## src/rtl/serial_shifter_pkg.sv

```systemverilog
// serial_shifter_pkg: op encodings and FSM state encoding shared by the shifter files
package serial_shifter_pkg;
  localparam logic [2:0] OP_LSL  = 3'd0;
  localparam logic [2:0] OP_LSR  = 3'd1;
  localparam logic [2:0] OP_ASR  = 3'd2;
  localparam logic [2:0] OP_ROL  = 3'd3;
  localparam logic [2:0] OP_ROR  = 3'd4;
  localparam logic [2:0] OP_HOLD = 3'd5;
  typedef enum logic [1:0] {IDLE, SHIFT, DONE} state_e;
endpackage

```

## src/rtl/serial_shifter_shift_step.sv

```systemverilog
// shift_step: one combinational 1-bit step of op on q; rotates only with SERIAL_SHIFTER_ROTATE_EN
module shift_step
  import serial_shifter_pkg::*;
#(
  parameter int WIDTH = 8
) (
  input  logic [2:0]       op,
  input  logic [WIDTH-1:0] q,
  output logic [WIDTH-1:0] y
);
  logic [WIDTH-1:0] w_lsl, w_lsr, w_asr, w_rol, w_ror;
  always_comb begin
    w_lsl = {q[WIDTH-2:0], 1'b0};
    w_lsr = {1'b0, q[WIDTH-1:1]};
    w_asr = {q[WIDTH-1], q[WIDTH-1:1]};
`ifdef SERIAL_SHIFTER_ROTATE_EN
    w_rol = {q[WIDTH-2:0], q[WIDTH-1]};
    w_ror = {q[0], q[WIDTH-1:1]};
`else
    w_rol = w_lsl;
    w_ror = w_lsr;
`endif
    y = op == OP_LSL ? w_lsl :
        op == OP_LSR ? w_lsr :
        op == OP_ASR ? w_asr :
        op == OP_ROL ? w_rol :
        op == OP_ROR ? w_ror : q;
  end
endmodule

```

## src/rtl/serial_shifter.sv

```systemverilog
// serial_shifter: multi-cycle one-bit-per-clock shifter; SERIAL_SHIFTER_ROTATE_EN enables ROL/ROR
module serial_shifter
  import serial_shifter_pkg::*;
#(
  parameter int WIDTH = 8,
  parameter int AMT_W = $clog2(WIDTH)
) (
  input  logic             clk,
  input  logic             reset,
  input  logic             start,
  input  logic [2:0]       op,
  input  logic [AMT_W-1:0] amt,
  input  logic [WIDTH-1:0] d_in,
  output logic [WIDTH-1:0] q,
  output logic             busy,
  output logic             done
);
  state_e r_state, w_next;
  logic [WIDTH-1:0] r_q, w_step;
  logic [2:0] r_op;
  logic [AMT_W-1:0] r_cnt;
  logic w_accept;
  shift_step #(.WIDTH(WIDTH)) u_step (.op(r_op), .q(r_q), .y(w_step));
  always_ff @(posedge clk)
    r_state <= reset ? IDLE : w_next;
  always_comb begin
    w_accept = start && r_state != SHIFT;
    w_next = IDLE;
    if (w_accept)
      w_next = amt != '0 ? SHIFT : DONE;
    else if (r_state == SHIFT)
      w_next = r_cnt == AMT_W'(1) ? DONE : SHIFT;
  end
  always_ff @(posedge clk) begin
    if (reset) begin
      r_q   <= '0;
      r_op  <= OP_LSL;
      r_cnt <= '0;
    end else if (w_accept) begin
      r_q   <= d_in;
      r_op  <= op;
      r_cnt <= amt;
    end else if (r_state == SHIFT) begin
      r_q   <= w_step;
      r_cnt <= r_cnt - AMT_W'(1);
    end
  end
  assign q    = r_q;
  assign busy = r_state == SHIFT;
  assign done = r_state == DONE;
endmodule

```

## config.mk

```make
export PLATFORM = sky130hd
export DESIGN_NAME = serial_shifter
export DESIGN_NICKNAME = d
export VERILOG_FILES = /design/src/rtl/serial_shifter_pkg.sv /design/src/rtl/serial_shifter_shift_step.sv /design/src/rtl/serial_shifter.sv
export SDC_FILE = /design/constraint.sdc
export NUM_CORES = 1
export LEC_CHECK = 0
export CORE_MARGIN = 10
export CORE_UTILIZATION = 25
export CTS_CLUSTER_DIAMETER = 80
export DETAILED_ROUTE_END_ITERATION = 10
export GPL_TIMING_DRIVEN = 0
export PLACE_DENSITY = 0.45
export SETUP_SLACK_MARGIN = 0.2
export SLEW_MARGIN = 20
export SYNTH_ARGS = -nofsm -noshare
export SYNTH_HDL_FRONTEND = slang
export SYNTH_SLANG_ARGS = --single-unit
```

## constraint.sdc

```tcl
create_clock -name clk -period 1.2 [get_ports clk]
set_input_delay 0.24 -clock clk [delete_from_list [all_inputs] [get_ports clk]]
set_output_delay 0.24 -clock clk [all_outputs]
set_load 0.005 [all_outputs]
```

==> impl_metrics.toml, run 1 <==
[status]
status = "complete, but fails checks"
violations = "negative setup slack"

[timing]
max_slew_margin = 0.6508
finalCriticalPeriod_ns = 1.348
max_freq_mhz = 742.0
setup_slack_ns = -0.1478
finalMaxSlewViolations = 0
skew_ns = 0.0006702
finalSetupViolCount = 14
worst_pin_slew_ns = 0.5238
finalCritPeriodShare = 1.123
rsz0062_at_grt = "yes"
hold_viol_final = 0
holdWs_ns = 0.4565

[yosys]
syn-instance-count = 107
synthFlopType = "dfxtp_1"
yosys-top-cells-area = "dfxtp_1, a21oi_1, mux2i_1"
synth_top_area_frac = 0.3307
synth_area_um2 = 968.4
yosysWarningCount = 0
synth_seq_cells = 16
synth.avg_cell_area_um2 = 9.051
synth_edf_count = 0
async_flop_share = 0
yosysTopAreaCell = "dfxtp_1"
yosysSeqAreaShare = 0.3307
yosys.cell_types.count = 37
syn-num-nets = 126

[final_layout]
stdcell_count = 198
syn2layout_area_growth_pct = 55.04
multi_input_area_um2 = 638.1
antennaDiodeCount = 0
drive_gt1_frac = 0.4333
stdcell_area_um2 = 1501
utilization = 0.4040
seqCellArea_um2 = 342.8
fin_nets = 171
fill_cells = 412

[pwr]
peakVddDrop_uv = 369.3
p_seq_frac = 0.385
p_sw_uw = 506.3
intPower_uw = 1149
pwr-share-comb = 0.372
cellLeakagePower_uw = 0.0005970
power_density_nw_per_um2 = 1103
swShare = 0.3059
pwr-share-clk = 0.243

[place]
hpwl_mm = 2.120
place_inst = 180
place_area_um2 = 1292
place.gp.congestion = 0.7315
place_ws_ns = -0.5198
port_buffers = 25

[drt]
drc = 0
first_iter_violations = 81
wire_per_inst_um = 15.37
firstDrtPassIters = 4
drt-vias-per-instance = 5.010
antenna_left = 0
wirelength_mm = 3.043
vias = 992

[clock_network]
clock_latency_ns = 0.25
cts_tree = "done"
root_buffer = "clkbuf_8"
cts_buffer_depth = 2
h-tree-depth = 1
clk_pin_slew_worst_paths_ns = 0.06
cts-buffers-inserted = 3
clock-sinks = 16
ctsHoldBuffers = 0

[die]
boundaryPins = 27
die_w_um = 82.24
die_h_um = 82.24
coreArea_um2 = 3716
fp.dieArea_um2 = 6763
floorplan.initialDensity = 0.2606
row_count = 22

[min_path]
holdCritPathClass = "input pin to flip-flop"

[grt]
first_global_vias = 1046
overflow = 0
antenna_found_initial = 0
grt_start_max_net_pins = 11
grt_pass1_wl_mm = 4.995
track_usage = 0.09471

[worst_setup_path]
endpoint_kind = "flip-flop"
start_kind = "flip-flop"
cp_max_fo = 7
crit_required_ns = 1.37
criticalPathCategory = "flip-flop to flip-flop"
arrival_ns = 1.52

[job]
max_cap_violations = 0
## power by group through the flow
stage               clock network (uW)  registers [uW]  logic (uW)
finish                             402             638         616
global route                       447             647         681
CTS                                415             640         564
detailed placement                   0             654         506
global placement                     0             652         506
floorplan                            0             643         313
## what timing repair did
item | 4_1_cts | 5_1_grt
setup endpoints to repair | 26 | 19
pin swaps | 4 | 14
setup buffers | 12 | 3
gates resized for setup | 55 | 20
gates cloned | 0 | 0
## layer usage
layer / GRT usage / wire, um / vias to the layer above
li1: - / - / 484
met1: 0.1124 / 1344 / 479
met2: 0.1563 / 1484 / 24
met3: 0.03240 / 179 / 5
met4: 0.03061 / 35 / 0
met5: 0 / 0 / -
## cells in the mapped netlist, types with 2 or more instances
library cell	count
nand2_1	9
buf_2	3
clkbuf_1	2
inv_1	4
a211oi_1	2
a22oi_1	6
nand2b_1	3
mux2i_1	6
nor2_1	4
dfxtp_1	16
o21ai_0	2
o2bb2ai_1	6
ha_1	2
a21oi_1	19
## through the flow
stage | TNS (ns) | total power (uW)
after global placement | -6.383 | 1158
after CTS | -1.505 | 1618
after global routing | -2.435 | 1775
after floorplan | -0.06542 | 955.7
final | -1.325 | 1655
after detailed placement | -6.464 | 1160
## layout make-up
type / count / area share
Buffer: 6 / 0.03667
Clock buffer: 3 / 0.02750
Inverter: 5 / 0.02083
Multi-Input combinational cell: 80 / 0.4250
Sequential cell: 16 / 0.2283
Tap cell: 48 / 0.04000
Timing Repair Buffer: 40 / 0.2217
## critical path: stages (launching register included)
cell and delay, ns:
dfxtp_2 0.31, nand2b_4 0.14, buf_12 0.14, inv_12 0.06
mux2i_4 0.36, a22oi_1 0.12, o2bb2ai_1 0.15
## cells by family (layout without fill, tap and decap cells)
family | count (synthesis) | after routing | synth area share
adder cells (fa/ha/maj) | 2 | 2 | 0.02584
AND/OR/NAND/NOR | 29 | 29 | 0.1718
AO/OA/AOI/OAI | 42 | 42 | 0.3101
buffers and inverters | 11 | 54 | 0.07623
flip-flops | 16 | 16 | 0.3308
multiplexers | 7 | 7 | 0.08527
## final timing paths
path	depth (start not counted)	startpoint	slack [ns]	endpoint
worst min register to register	2	r_op[1]$_SDFFE_PP0P_	0.51	r_op[1]$_SDFFE_PP0P_
worst max register to register	6	r_state[1]$_SDFF_PP0_	-0.15	q[3]$_SDFFE_PP0P_
worst max-delay path	6	r_state[1]$_SDFF_PP0_	-0.15	q[3]$_SDFFE_PP0P_
worst min-delay path	2	reset	0.46	q[1]$_SDFFE_PP0P_
## sequential cells by signal (all words and copies together), names as in the netlist
signal / cells
r_op: 3
r_state: 2
r_cnt: 3
q: 8
## cells in the final DEF, fill, tap and decap left out, types with 2 or more instances in the layout
master and count:
dfxtp_4 3, clkdlybuf4s50_1 14, buf_2 10, clkbuf_8 3, dfxtp_1 4, o2bb2ai_1 6
nor2_1 3, nor3b_2 2, buf_6 5, a22oi_1 5, clkbuf_1 2, a21oi_2 4
nand2b_1 3, nand2_1 8, dfxtp_2 9, o21ai_1 2, nand2_2 2, a21oi_1 15
buf_4 12, inv_1 4, mux2i_1 6, ha_1 2
(Power assumes the default switching activity.)
==> inputs of run 2 (changes only) <==
--- a/config.mk
+++ b/config.mk
@@ -6,11 +6,11 @@
 export NUM_CORES = 1
 export LEC_CHECK = 0
 export CORE_MARGIN = 10
-export CORE_UTILIZATION = 25
+export CORE_UTILIZATION = 32
 export CTS_CLUSTER_DIAMETER = 80
 export DETAILED_ROUTE_END_ITERATION = 10
 export GPL_TIMING_DRIVEN = 0
-export PLACE_DENSITY = 0.45
+export PLACE_DENSITY = 0.55
 export SETUP_SLACK_MARGIN = 0.2
 export SLEW_MARGIN = 20
 export SYNTH_ARGS = -nofsm -noshare
==> run 2 against run 1 <==
Clock skew rose by 0.0026 ns; via count fell by 2.6%; the run still ends with negative setup slack left; count of clock-buffer cells in the layout rose by 1; largest cell class unchanged; sequential share of layout area fell by 1.4 points; die area fell by 17%; final cell count fell by 7.1%; highest routed layer unchanged; first-iteration DRC count fell by 83%.
==> impl_metrics.toml, run 2 (synthesis gave the netlist of run 1 again) <==
[status]
status = "complete, but fails checks"
violations = "negative setup slack"

[grt]
track_usage = 0.1114
grt_start_max_net_pins = 11
overflow = 0
first_global_vias = 1019
antenna_found_initial = 0
grt_pass1_wl_mm = 4.968

[die]
die_w_um = 75.01
row_count = 19
boundaryPins = 27
coreArea_um2 = 2829
floorplan.initialDensity = 0.3423
die_h_um = 75.01
fp.dieArea_um2 = 5627

[clock_network]
cts-buffers-inserted = 3
cts_buffer_depth = 2
h-tree-depth = 1
clock-sinks = 16
clk_pin_slew_worst_paths_ns = 0.10
ctsHoldBuffers = 0
clock_latency_ns = 0.29
root_buffer = "clkbuf_4"
cts_tree = "done"

[worst_setup_path]
crit_required_ns = 1.37
cp_max_fo = 5
endpoint_kind = "flip-flop"
arrival_ns = 1.61
r2r_start = "r_state[0]$_SDFF_PP0_"
criticalPathCategory = "flip-flop to flip-flop"
start_kind = "flip-flop"
crit_start = "r_state[0]$_SDFF_PP0_"

[timing]
finalCriticalPeriod_ns = 1.436
finalMaxSlewViolations = 0
setup_slack_ns = -0.2362
finalCritPeriodShare = 1.197
worst_pin_slew_ns = 0.5345
max_freq_mhz = 696.3
tns_ns = -2.580
skew_ns = 0.003301
rsz0062_at_grt = "yes"
hold_viol_final = 0
max_slew_margin = 0.6437
holdWs_ns = 0.4072
finalSetupViolCount = 17

[pwr]
peakVddDrop_uv = 807.9
cellLeakagePower_uw = 0.0006310
power_density_nw_per_um2 = 1083
total_power_uw = 1715

[drt]
drc = 0
firstDrtPassIters = 4
wire_per_inst_um = 16.29
drt-vias-per-instance = 5.250
antenna_left = 0
wirelength_mm = 2.998
first_iter_violations = 14
vias = 966

[final_layout]
fill_cells = 270
fin_nets = 173
antennaDiodeCount = 0
syn2layout_area_growth_pct = 63.57
final_cell_mix = "buf_4, clkdlybuf4s50_1, a21oi_1, buf_6, dfxtp_2"
largest_reg_flops = 8
drive_gt1_frac = 0.4641
stdcell_area_um2 = 1584

[min_path]
hold_start = "reset"
holdCritPathClass = "input pin to flip-flop"

[place]
place_ws_ns = -0.5103
port_buffers = 25
hpwl_mm = 2.017
place_area_um2 = 1271
place.gp.congestion = 0.7592

[job]
max_cap_violations = 0
## run 2: stage by stage
stage | util | instances
floorplan | - | 107
global placement | 0.4494 | 163
detailed placement | 0.4494 | 163
CTS | 0.5427 | 183
global route | 0.5599 | 184
finish | 0.5599 | 184
## run 2: repair_timing
item,in CTS,in global routing
pin swaps,15,2
cloned,1,0
gates resized for setup,77,7
setup endpoints to repair,26,26
setup buffers,15,1
## run 2: worst max-delay path, stage by stage, from the launching register on
cell       delay (ns)
dfxtp_2          0.34
buf_6            0.09
nand2b_4         0.05
buf_12           0.14
buf_12           0.12
and2_4           0.18
buf_8            0.14
a22oi_2          0.17
o2bb2ai_1        0.08
## run 2: metal layers
metal,GRT usage,vias up,routed length (um)
met4,0.02941,0,16
met5,0,-,0
met3,0.04205,2,178
met2,0.1733,23,1401
li1,-,492,-
met1,0.1405,449,1402
## run 2: final cells by class
type	count	area, um2	area share
well taps	31	38.79	0.02449
flip-flops and latches	16	339.1	0.2141
repair buffers	42	416.7	0.2630
inverters	5	31.28	0.01975
plain buffers	6	55.05	0.03476
clock buffers	4	36.28	0.02291
multi-input cells	80	666.9	0.4210
## run 2: worst paths after layout
| check | end | slack, ns | cells past startpoint |
|---|---|---|---|
| hold / removal | q[5]$_SDFFE_PP0P_ | 0.41 | 2 |
| hold reg to reg | r_op[1]$_SDFFE_PP0P_ | 0.50 | 2 |
| setup / recovery | q[3]$_SDFFE_PP0P_ | -0.24 | 8 |
| setup reg to reg | q[3]$_SDFFE_PP0P_ | -0.24 | 8 |
## run 2: where the power goes
part	switching, uW	internal (uW)	leakage, uW	total (uW)
Combinational	306	394	0.000473	700
Clock	188	185	0.0000210	373
Sequential	48.8	594	0.000137	643
Total	542	1170	0.000631	1720
